$ cat src/rtl/io_map_pkg.sv
// io_map_pkg: register indices and base addresses shared by the address
// decode stage and the LED/switch IO responder, plus the debouncer state type.
package io_map_pkg;

    // Register indices (ALU address bits [3:1])
    localparam logic [2:0] LED_LO  = 3'd0;
    localparam logic [2:0] LED_HI  = 3'd1;
    localparam logic [2:0] SW_LO   = 3'd0;
    localparam logic [2:0] SW_HI   = 3'd1;
    localparam logic [2:0] SW_STAT = 3'd2;

    // Chip-select base addresses, consumed by the decode stage
    localparam logic [31:0] LED_BASE_ADDR = 32'hFFFF_FC60;
    localparam logic [31:0] SW_BASE_ADDR  = 32'hFFFF_FC70;

    typedef enum logic {
        DB_IDLE  = 1'b0,
        DB_COUNT = 1'b1
    } db_state_t;

endpackage

$ cat src/rtl/switch_debouncer.sv
// switch_debouncer: 2-flop synchronizer followed by a whole-vector debounce.
// A new switch vector is accepted once it has been seen unchanged for
// DEBOUNCE_CYCLES consecutive cycles.
//   clock, reset : clock, synchronous active-high reset
//   sw_raw       : asynchronous switch pins
//   sw_stable    : last accepted (debounced) switch vector
//   commit       : high in the cycle whose edge loads sw_stable
module switch_debouncer
    import io_map_pkg::*;
#(
    parameter int WIDTH           = 24,
    parameter int DEBOUNCE_CYCLES = 2000000
) (
    input  logic             clock,
    input  logic             reset,
    input  logic [WIDTH-1:0] sw_raw,
    output logic [WIDTH-1:0] sw_stable,
    output logic             commit
);

    localparam int            CW       = $clog2(DEBOUNCE_CYCLES);
    localparam logic [CW-1:0] CNT_LAST = CW'(DEBOUNCE_CYCLES - 1);
    localparam logic [CW-1:0] CNT_ONE  = CW'(1);

    logic [WIDTH-1:0] sw_meta;
    logic [WIDTH-1:0] sw_sync;
    logic [WIDTH-1:0] sw_target, target_nxt;
    logic [CW-1:0]    cnt, cnt_nxt;
    db_state_t        state, state_nxt;

    always_ff @(posedge clock) begin
        if (reset) begin
            sw_meta   <= '0;
            sw_sync   <= '0;
            sw_target <= '0;
            sw_stable <= '0;
            cnt       <= '0;
            state     <= DB_IDLE;
        end else begin
            sw_meta   <= sw_raw;
            sw_sync   <= sw_meta;
            sw_target <= target_nxt;
            cnt       <= cnt_nxt;
            state     <= state_nxt;
            if (commit)
                sw_stable <= sw_sync;
        end
    end

    // The cycle in which a new value is first seen counts as its first stable
    // cycle, so a (re)started count is loaded with 1 and the value commits on
    // the edge where cnt == DEBOUNCE_CYCLES-1.
    always_comb begin
        state_nxt  = state;
        cnt_nxt    = cnt;
        target_nxt = sw_target;
        commit     = 1'b0;
        case (state)
            DB_IDLE: begin
                cnt_nxt = '0;
                if (sw_sync != sw_stable) begin
                    state_nxt  = DB_COUNT;
                    target_nxt = sw_sync;
                    cnt_nxt    = CNT_ONE;
                end
            end
            DB_COUNT: begin
                if (sw_sync == sw_stable) begin
                    state_nxt = DB_IDLE;
                    cnt_nxt   = '0;
                end else if (sw_sync != sw_target) begin
                    target_nxt = sw_sync;
                    cnt_nxt    = CNT_ONE;
                end else if (cnt == CNT_LAST) begin
                    commit    = 1'b1;
                    state_nxt = DB_IDLE;
                    cnt_nxt   = '0;
                end else begin
                    cnt_nxt = cnt + CNT_ONE;
                end
            end
            default: begin
                state_nxt = DB_IDLE;
                cnt_nxt   = '0;
            end
        endcase
    end

endmodule

$ cat src/rtl/switch_led_io.sv
// switch_led_io: IO responder for the LED and switch chip selects.
// Holds the 24-bit LED register, debounces the board switches and returns
// switch/status data with one-cycle read latency.
//   clock, reset        : clock, synchronous active-high reset
//   ioRead, ioWrite     : IO strobes from the controller
//   LEDCtrl, SwitchCtrl : chip selects from address decode
//   addr                : register index (ALU address [3:1])
//   write_data          : low 16 bits of CPU write data
//   switch_in           : raw switch pins
//   io_rdata            : registered read data (zero when no read)
//   led_out             : registered LED pins
module switch_led_io
    import io_map_pkg::*;
#(
    parameter int DEBOUNCE_CYCLES = 2000000
) (
    input  logic        clock,
    input  logic        reset,
    input  logic        ioRead,
    input  logic        ioWrite,
    input  logic        LEDCtrl,
    input  logic        SwitchCtrl,
    input  logic [2:0]  addr,
    input  logic [15:0] write_data,
    input  logic [23:0] switch_in,
    output logic [15:0] io_rdata,
    output logic [23:0] led_out
);

    logic [23:0] sw_stable;
    logic        commit;
    logic        sw_changed;
    logic        led_wr;
    logic        sw_rd;
    logic [15:0] rd_mux;

    assign led_wr = ioWrite & LEDCtrl;
    assign sw_rd  = ioRead & SwitchCtrl;

    switch_debouncer #(
        .WIDTH          (24),
        .DEBOUNCE_CYCLES(DEBOUNCE_CYCLES)
    ) u_deb (
        .clock    (clock),
        .reset    (reset),
        .sw_raw   (switch_in),
        .sw_stable(sw_stable),
        .commit   (commit)
    );

    always_comb begin
        rd_mux = '0;
        if (sw_rd) begin
            case (addr)
                SW_LO:   rd_mux = sw_stable[15:0];
                SW_HI:   rd_mux = {8'h00, sw_stable[23:16]};
                SW_STAT: rd_mux = {15'h0, sw_changed};
                default: rd_mux = '0;
            endcase
        end
    end

    always_ff @(posedge clock) begin
        if (reset) begin
            io_rdata   <= '0;
            led_out    <= '0;
            sw_changed <= 1'b0;
        end else begin
            io_rdata <= rd_mux;
            if (led_wr) begin
                case (addr)
                    LED_LO:  led_out[15:0]  <= write_data;
                    LED_HI:  led_out[23:16] <= write_data[7:0];
                    default: ;
                endcase
            end
            // A commit in the same cycle as a status read beats the clear;
            // the read itself still returns the pre-edge flag via rd_mux.
            if (commit)
                sw_changed <= 1'b1;
            else if (sw_rd && addr == SW_STAT)
                sw_changed <= 1'b0;
        end
    end

endmodule

$ cat config.mk
export PLATFORM = sky130hd
export DESIGN_NAME = switch_led_io
export DESIGN_NICKNAME = d
export VERILOG_FILES = /design/src/rtl/io_map_pkg.sv /design/src/rtl/switch_debouncer.sv /design/src/rtl/switch_led_io.sv
export SDC_FILE = /design/constraint.sdc
export NUM_CORES = 1
export LEC_CHECK = 0
export ABC_AREA = 1
export BUFFER_PORTS_ARGS = -buffer_cell sky130_fd_sc_hd__buf_2
export CAP_MARGIN = 20
export CORE_MARGIN = 2
export CORE_UTILIZATION = 51
export CTS_BUF_LIST = sky130_fd_sc_hd__clkbuf_4
export DETAILED_ROUTE_END_ITERATION = 12
export GPL_TIMING_DRIVEN = 1
export PLACE_DENSITY_LB_ADDON = 0.12
export SLEW_MARGIN = 10
export SYNTH_ARGS = -nofsm -noshare
export SYNTH_HDL_FRONTEND = slang
export SYNTH_SLANG_ARGS = --single-unit
$ cat constraint.sdc
create_clock -name clock -period 1.7 [get_ports clock]
set_input_delay 0 -clock clock [delete_from_list [all_inputs] [get_ports clock]]
set_output_delay 0 -clock clock [all_outputs]
set_load 0.05 [all_outputs]
# ---- Word level (Yosys, flattened, before mapping)
# Index checks and enable logic that the tools add are counted.
dict set report totals {
  register_bits 159
  inputBits 49
  output_inout_bits 40
  elab_cells 52
}
dict set report op_classes {
  n_addsub 1
  eq_ne 9
  mux 21
  bitwise 4
  reduce_logical 7
}
# operator n
set ops {}
lappend ops {{$mux 24} 3}
lappend ops {{$mux 21} 3}
lappend ops {{$ne 24x24->1} 2}
lappend ops {{$pmux 16 s3} 1}
lappend ops {{$pmux 24 s2} 1}
lappend ops {{$pmux 21 s2} 1}
lappend ops {{$eq 24x24->1} 1}
lappend ops {{$add 21x1->21 const B} 1}
lappend ops {{$eq 21x21->1 const B} 1}
lappend ops {{$mux 1} 11}
lappend ops {{$ne 2x2->1 const B} 2}
lappend ops {{$reduce_and 2->1} 2}
lappend ops {{$eq 3x1->1 const B} 1}
lappend ops {{$eq 3x2->1 const B} 1}
lappend ops {{$logic_not 3->1} 1}
lappend ops {{$reduce_and 3->1} 1}
lappend ops {{$and 1x1->1} 2}
lappend ops {{$ne 2x1->1 const B} 1}
lappend ops {{$not 1->1} 2}
lappend ops {{$pmux 1 s2} 1}
lappend ops {{$reduce_bool 2->1} 1}
lappend ops {{$reduce_or 2->1} 1}
lappend ops {{$logic_and 1x1->1} 1}

# ---- Longest topological paths before layout
# Gate-level depths: netlist (run 1).
dict set report logic_depth {
  word_depth 6
  mapped_depth 13
  ltp_nobuf 12
}

# ---- Hierarchy
# A second synthesis (run 1) with hierarchy kept.
dict set report hier_totals {
  cells_unflattened 1058
  hier_area_um2 7298.2
}
# module n_inst cells_per_inst area_each_um2 seq_area_each_um2
set by_module_without_submodules {}
lappend by_module_without_submodules {switch_debouncer 1 825 5637.9 2362.3}
lappend by_module_without_submodules {switch_led_io 1 233 1660.3 820.8}

# ---- Worst setup path after synthesis (run 1)
# OpenSTA, ideal clock, no wires.
dict set report synth_path {
  path_kind {flip-flop to flip-flop}
  start {register u_deb.cnt[0]}
  end {register u_deb.cnt[20]}
  setup_ps 113
  arrival_ps 1489
  required_ps 1587
  path_slack_ps 98
  path_stages_with_launch 11
  path_buffers 0
  synth_period_minus_slack_ps 1602
  cell_sequence {dfxtp_1 ha_1 nand3_1 nor2_2 nand4_1 nor2_2 nand2_1 nor2_1 nand2_1 nor2_1 nor2_1}
}
dict set report synth_via {
  elab_chain_cells 5
  word_cells_on_any_way 6
  classes_between {add/sub: 1; eq/ne: 1; mux: 4}
}
# item line_no
set synth_lines {}
lappend synth_lines {{start: declaration} switch_debouncer.sv:28} ;# logic [CW-1:0] cnt, cnt_nxt;
lappend synth_lines {{start signal: assignment} switch_debouncer.sv:43} ;# cnt <= cnt_nxt;
lappend synth_lines {{$add 21x1->21 / $eq 21x21->1 (equally long branches)} {switch_debouncer.sv:79, switch_debouncer.sv:74}}
lappend synth_lines {{$mux 21 *} switch_debouncer.sv:74} ;# end else if (cnt == CNT_LAST) begin
lappend synth_lines {{$mux 21 *} switch_debouncer.sv:71} ;# end else if (sw_sync != sw_target) begin
lappend synth_lines {{$mux 21 *} switch_debouncer.sv:68} ;# if (sw_sync == sw_stable) begin
lappend synth_lines {{$pmux 21 s2 *} switch_debouncer.sv:58} ;# case (state)
# Mark *: on every way between the ends. The rest lies on a longest branch, timed or not.
# A chain may end at the register's enable or synchronous reset.

# ---- Worst setup path in the final report (run 1)
dict set report layout_path {
  start {register u_deb.sw_sync[1]}
  end {register u_deb.cnt[16]}
}
dict set report layout_via {
  elab_chain_cells 4
  word_cells_on_any_way 5
  classes_between {eq/ne: 2; mux: 3}
}
# item line_no
set layout_lines {}
lappend layout_lines {{start: declaration} switch_debouncer.sv:26} ;# logic [WIDTH-1:0] sw_sync;
lappend layout_lines {{start signal: assignment} switch_debouncer.sv:41} ;# sw_sync <= sw_meta;
lappend layout_lines {{$ne 24x24->1} switch_debouncer.sv:71}
lappend layout_lines {{$mux 21} switch_debouncer.sv:71}
lappend layout_lines {{$mux 21 *} switch_debouncer.sv:68}
lappend layout_lines {{$pmux 21 s2 *} switch_debouncer.sv:58}
# Marks and branches as above.

==> reports/qor.yml, run 1 <==
cells_and_area:
  area_growth_pct: 36.6
  postLayoutCoreUtil: 0.714
  layout-drive-gt1-share: 0.241
  layout.nets: 1225
  mostFrequentLayoutCell: "nand2_1"
  fin_cells: 1361
  fill_cells: 1050
  layout_common_cells: "nand2_1 (216), nor2_1 (159), inv_1 (157), dfxtp_1 (134)"
floorplan:
  die_area_sq_um: 13900
  core_area_sq_um: 12700
  start_util: 0.523
  die_w_um: 118
  die_h_um: 118
  rows: 41
  io_pins: 89
timing:
  finClkSkew_ns: 0.0166
  finalMaxSlewViolations: 0
  fmax_ghz: 0.562
  hold_violations: 0
  max-slew-margin-rel: 0.305
  period_needed_ns: 1.78
  setup_viol_count_final: 58
  rsz0062_at_grt: "true"
  worstMarginPinSlew_ns: 1.04
  post-route-period-util: 1.05
  worst_slack_ns: -0.0799
detailed_routing:
  viasPerCell: 4.68
  vias: 6373
  dr.pass1.iters: 5
  drt_wl_total_um: 17100
  drt_iter0_drc: 338
  wl_per_cell_um: 12.5
  drc: 0
  ant_nets: 0
grt:
  antenna_found_initial: 1
  first_global_vias: 5904
  grt_overflow_total: 0
  track_usage: 0.247
  grt_max_degree: 37
  grt_first_pass_wirelength_um: 27500
cts:
  numCtsBuffers: 17
  cts.sinks: 159
  clkTransAtPathRegs_ns: 0.13
  clockBufferDepth: 2
  tritoncts: "yes"
  clk_latency_ns: 0.57
  cts_root_buf: "clkbuf_4"
  h-tree-depth: 4
logic_synthesis:
  syn_inst: 964
  synthDistinctLibCells: 30
  synth_area_sq_um: 6630
  seq_area_frac_synth: 0.480
  ys_ff_latch: 159
  synth_edf_count: 0
  ys_async_sr_fraction: 0
  yosysWarnings: 0
  synthesis.nets: 1014
  synthFlopType: "dfxtp_1"
  postSynthAreaPerCell_sq_um: 6.88
setup_path:
  cp.arrival_ns: 2.29
  critPathLaunch: "u_deb.sw_sync[1]$_SDFF_PP0_"
  timing.rr.start: "u_deb.sw_sync[1]$_SDFF_PP0_"
  ff2ff_setup_slack_ns: -0.08
  path_max_fanout: 3
  startpoint_type: "flop"
  critPathKind: "reg -> reg"
  cp-end-kind: "flop"
  cp_data_required_time_ns: 2.21
placement:
  globalplace.congestion: 0.860
  dp_hpwl_um: 9560
  portBuffers: 88
  post-place-ws_ns: -0.173
  dp.cells: 1232
power:
  ir_drop_mv: 0.768
  p_per_area_nw_per_um2: 767
  p_leak_nw: 4.40
  p_total_mw: 6.94
worst_hold_path:
  hp-start: "addr[0]"
  hp-class: "in -> reg"
flow_run:
  cap_violations: 0
run_status:
  status: "finished with violations"
  violations: "negative setup slack"
critical path, cell delays in order (launching register included):
cell     delay (ns)
dfxtp_2        0.35
buf_4          0.13
nand2_1        0.06
nand2_1        0.06
inv_1          0.06
nand2_1        0.07
nor2_2         0.10
nand3_2        0.12
nor2_4         0.19
buf_4          0.14
nand2_2        0.05
nor2_4         0.14
buf_6          0.13
nand2_1        0.04
nor2_1         0.07
path summary, 6_finish.rpt:
kind | cells past startpoint | endpoint
setup reg to reg | 14 | u_deb.cnt[16]$_SDFF_PP0_
hold / removal | 5 | io_rdata[14]$_SDFF_PP0_
hold reg to reg | 2 | u_deb.sw_sync[8]$_SDFF_PP0_
setup / recovery | 14 | u_deb.cnt[16]$_SDFF_PP0_
logic make-up (layout without fill, tap and decap cells):
group,Yosys count,after routing,synth area share
AOI/OAI and AO/OA,87,87,0.0689
xor gates and xnor gates,21,21,0.0278
adders and majority gates,1,1,0.00189
buffers and inverters,210,434,0.125
DFF,159,159,0.480
other,0,1,0
and+or+nand+nor,486,486,0.296
registers in the layout, summed over array words and instances (netlist names):
| name | count |
|---|---|
| led_out | 24 |
| u_deb.sw_meta | 24 |
| u_deb.sw_stable | 24 |
| u_deb.sw_sync | 24 |
| u_deb.sw_target | 24 |
| u_deb.cnt | 21 |
| io_rdata | 16 |
| sw_changed | 1 |
| u_deb.state | 1 |
layer usage:
metal / wire, um / GRT usage
met5: 0 / 0
met4: 280 / 0.0828
met3: 841 / 0.0518
met2: 8340 / 0.431
met1: 7610 / 0.302
metrics by stage:
step / setup TNS (ns) / instance area, sq um / hold slack, ns
finish: -1.27 / 9050 / 0.0373
global route: -8.80 / 9050 / 0.0465
CTS: -1.50 / 8820 / 0.0111
detailed placement: -6.03 / 7480 / 0.206
global placement: -6.75 / 7480 / 0.200
floorplan: 0 / 6630 / 0.107
report_power, final:
group	total, mW	switching, mW	internal (mW)
Clock	2.26	1.37	0.884
Sequential	3.89	0.0678	3.83
Combinational	0.791	0.420	0.371
final cells by class:
class	count	area, sq um	share of cell area
Timing Repair Buffer	228	1830	0.202
Multi-Input combinational cell	595	2840	0.314
Antenna cell	1	2.50	0.000276
Inverter	174	658	0.0727
Clock inverter	14	145	0.0160
Clock buffer	18	135	0.0149
Tap cell	172	215	0.0238
Sequential cell	159	3220	0.356
cell usage after synthesis, types with 2 or more instances:
| master | count | area share |
|---|---|---|
| nor2_4 | 2 | 0.0034 |
| dfxtp_1 | 159 | 0.48 |
| o21ai_0 | 26 | 0.020 |
| inv_1 | 160 | 0.091 |
| a21oi_1 | 50 | 0.038 |
| o22ai_1 | 7 | 0.0066 |
| nand4_1 | 4 | 0.0038 |
| buf_4 | 4 | 0.0045 |
| xnor2_1 | 7 | 0.0093 |
| nor2_1 | 173 | 0.098 |
| nor2_2 | 12 | 0.011 |
| buf_2 | 8 | 0.0060 |
| buf_1 | 3 | 0.0017 |
| clkbuf_1 | 19 | 0.011 |
| nand3_1 | 40 | 0.030 |
| nand2_1 | 238 | 0.13 |
| inv_2 | 13 | 0.0074 |
| nor3_1 | 13 | 0.0098 |
| buf_6 | 2 | 0.0034 |
| xor2_1 | 14 | 0.019 |
repair_timing:
action / 4_1_cts / 5_1_grt
hold endpoints to repair: 88 / 0
setup buffers: 1 / 6
pin swaps: 3 / 18
endpoints found under the setup margin: 69 / 72
cloned: 2 / 1
gates resized for setup: 33 / 77
hold buffers: 89 / 0
(Power assumes the default switching activity.)
==> run 2: changes to the inputs <==
--- a/config.mk
+++ b/config.mk
@@ -5,7 +5,7 @@
 export SDC_FILE = /design/constraint.sdc
 export NUM_CORES = 1
 export LEC_CHECK = 0
-export ABC_AREA = 1
+export ABC_AREA = 0
 export BUFFER_PORTS_ARGS = -buffer_cell sky130_fd_sc_hd__buf_2
 export CAP_MARGIN = 20
 export CORE_MARGIN = 2
==> run 2 against run 1 <==
Net effect: the run still ends with negative setup slack left; cell area is 1.7% lower; global-route usage is 0.56 points higher; sequential share of layout area is 0.23 points higher; wire length is 4.4% lower; power is 3.5% higher; sequential power is 1% lower; setup slack worse by 0.61 ns; non-clock buffer count is 37 higher; combinational power is 16% lower; sequential cell count stayed put; clock power is 18% higher; critical endpoint is now u_deb.cnt[2]$_SDFF_PP0_.
==> reports/qor.yml, run 2 <==
run_status:
  status: "finished with violations"
  violations: "negative setup slack"
cells_and_area:
  fin_cells: 1044
  layout.nets: 938
  mostFrequentLayoutCell: "dfxtp_1"
  diodes: 0
  area_growth_pct: 45.9
  layout_common_cells: "dfxtp_1 (153), dlygate4sd3_1 (88), buf_2 (87), buf_4 (74)"
  layout-drive-gt1-share: 0.292
grt:
  track_usage: 0.252
  first_global_vias: 5307
  grt_overflow_total: 0
  grt_first_pass_wirelength_um: 25600
  grt_max_degree: 81
  antenna_found_initial: 0
timing:
  worst_slack_ns: -0.686
  max-slew-margin-rel: 0.537
  post-route-period-util: 1.40
  rsz0062_at_grt: "true"
  tns_ns: -39.45
  finClkSkew_ns: 0.0127
  fmax_ghz: 0.419
  hold_violations: 0
  worstMarginPinSlew_ns: 0.694
  whs_ns: 0.127
  period_needed_ns: 2.39
  setup_viol_count_final: 71
  finalMaxSlewViolations: 0
detailed_routing:
  ant_nets: 0
  dr.pass1.iters: 4
  drt_iter0_drc: 334
  viasPerCell: 5.20
  drc: 0
  vias: 5428
  drt_wl_total_um: 16300
  wl_per_cell_um: 15.6
logic_synthesis:
  seq_area_frac_synth: 0.522
  yosysTopAreaCell: "dfxtp_1"
  synthMostInstantiatedCell: "dfxtp_1"
  synthesis.nets: 690
  synth_edf_count: 0
  synthDistinctLibCells: 30
  ys_ff_latch: 159
  synth_commonest_cells: "dfxtp_1 (159), nand2b_1 (48), nor2b_1 (48), nand2_1 (46), xor2_1 (42)"
  synth_area_sq_um: 6100
  synthFlopType: "dfxtp_1"
  synth_top_cell_area_share: 0.522
  postSynthAreaPerCell_sq_um: 9.53
  synth.area.top_cells: "dfxtp_1 (52%), mux2i_1 (6.6%), xor2_1 (6.0%)"
  yosysWarnings: 0
  syn_inst: 640
  ys_async_sr_fraction: 0
cts:
  cts_root_buf: "clkbuf_4"
  clk_latency_ns: 0.54
  numCtsBuffers: 17
  clkTransAtPathRegs_ns: 0.13
  h-tree-depth: 4
  clockBufferDepth: 2
  cts.sinks: 159
  tritoncts: "yes"
floorplan:
  core_area_sq_um: 11600
  die_w_um: 113
  start_util: 0.528
  io_pins: 89
  die_area_sq_um: 12900
  die_h_um: 113
  rows: 39
setup_path:
  path_max_fanout: 5
  startpoint_type: "flop"
  cp.arrival_ns: 2.87
  cp-end-kind: "flop"
  cp_data_required_time_ns: 2.18
  critPathKind: "reg -> reg"
placement:
  dp.cells: 905
  globalplace.congestion: 0.798
  dp_hpwl_um: 9100
  portBuffers: 88
flow_run:
  cap_violations: 0
power:
  p_per_area_nw_per_um2: 807
  ir_drop_mv: 0.717
  p_leak_nw: 3.71
worst_hold_path:
  hp-class: "in -> reg"
## run 2: final cells by class
type,count,area [sq um]
repair buffers,265,2170
inverters,2,7.51
clock buffers,18,135
multi-input cells,443,3010
clock inverters,14,214
fillers,768,2670
well taps,143,179
flip-flops and latches,159,3190
## run 2: worst paths after layout
path | from | endpoint | slack [ns] | cells past startpoint
worst min register to register | u_deb.sw_meta[17]$_SDFF_PP0_ | u_deb.sw_sync[17]$_SDFF_PP0_ | 0.45 | 1
worst max-delay path | u_deb.sw_sync[16]$_SDFF_PP0_ | u_deb.cnt[2]$_SDFF_PP0_ | -0.69 | 6
worst min-delay path | addr[2] | io_rdata[6]$_SDFF_PP0_ | 0.13 | 5
worst max register to register | u_deb.sw_sync[16]$_SDFF_PP0_ | u_deb.cnt[2]$_SDFF_PP0_ | -0.69 | 6
## run 2: layer usage
layer	vias up	global-route usage	routed length, um
met5	-	0	0
met4	0	0.105	384
met3	39	0.0499	638
met2	160	0.420	8160
met1	2597	0.322	7140
li1	2632	-	-
## run 2: timing repair
action / in CTS / in global routing
setup endpoints to repair: 71 / 87
resized for setup: 66 / 43
endpoints found under the hold margin: 82 / 0
hold buffers: 89 / 0
cloned: 8 / 2
pin swaps: 25 / 32
setup buffers: 9 / 3
## run 2: worst max-delay path, cell delays in order (launching register included)
cell and delay (ns):
dfxtp_2 0.36, xor2_1 0.18, nor4_2 0.36, nand2_1 0.15, or4_4 0.54, or4_4 0.61, nor2_1 0.12
## run 2: cell families (layout without fill, tap and decap cells)
kind of cell	after synthesis	after routing	share of synthesized area
compound gates	69	69	0.0576
xor+xnor	67	67	0.0962
buf+inv	41	299	0.0273
simple gates	263	266	0.229
flops	159	159	0.522
mux	40	40	0.0656
fa+ha+maj	1	1	0.00205
## run 2: through the flow
| stage | power [mW] | util | area, sq um | setup WS, ns |
|---|---|---|---|---|
| after floorplan | 4.19 | - | 6130 | -0.521 |
| after global placement | 4.38 | 0.617 | 7140 | -0.550 |
| after detailed placement | 4.40 | 0.617 | 7140 | -0.637 |
| after CTS | 7.17 | 0.758 | 8770 | -0.589 |
| after global routing | 7.43 | 0.770 | 8900 | -0.728 |
| final | 7.18 | 0.770 | 8900 | -0.686 |
## run 2: report_power, final
part / leakage (nW) / internal, mW / switching [mW]
logic: 2.23 / 0.347 / 0.315
clock network: 0.180 / 1.33 / 1.33
registers: 1.30 / 3.81 / 0.0460
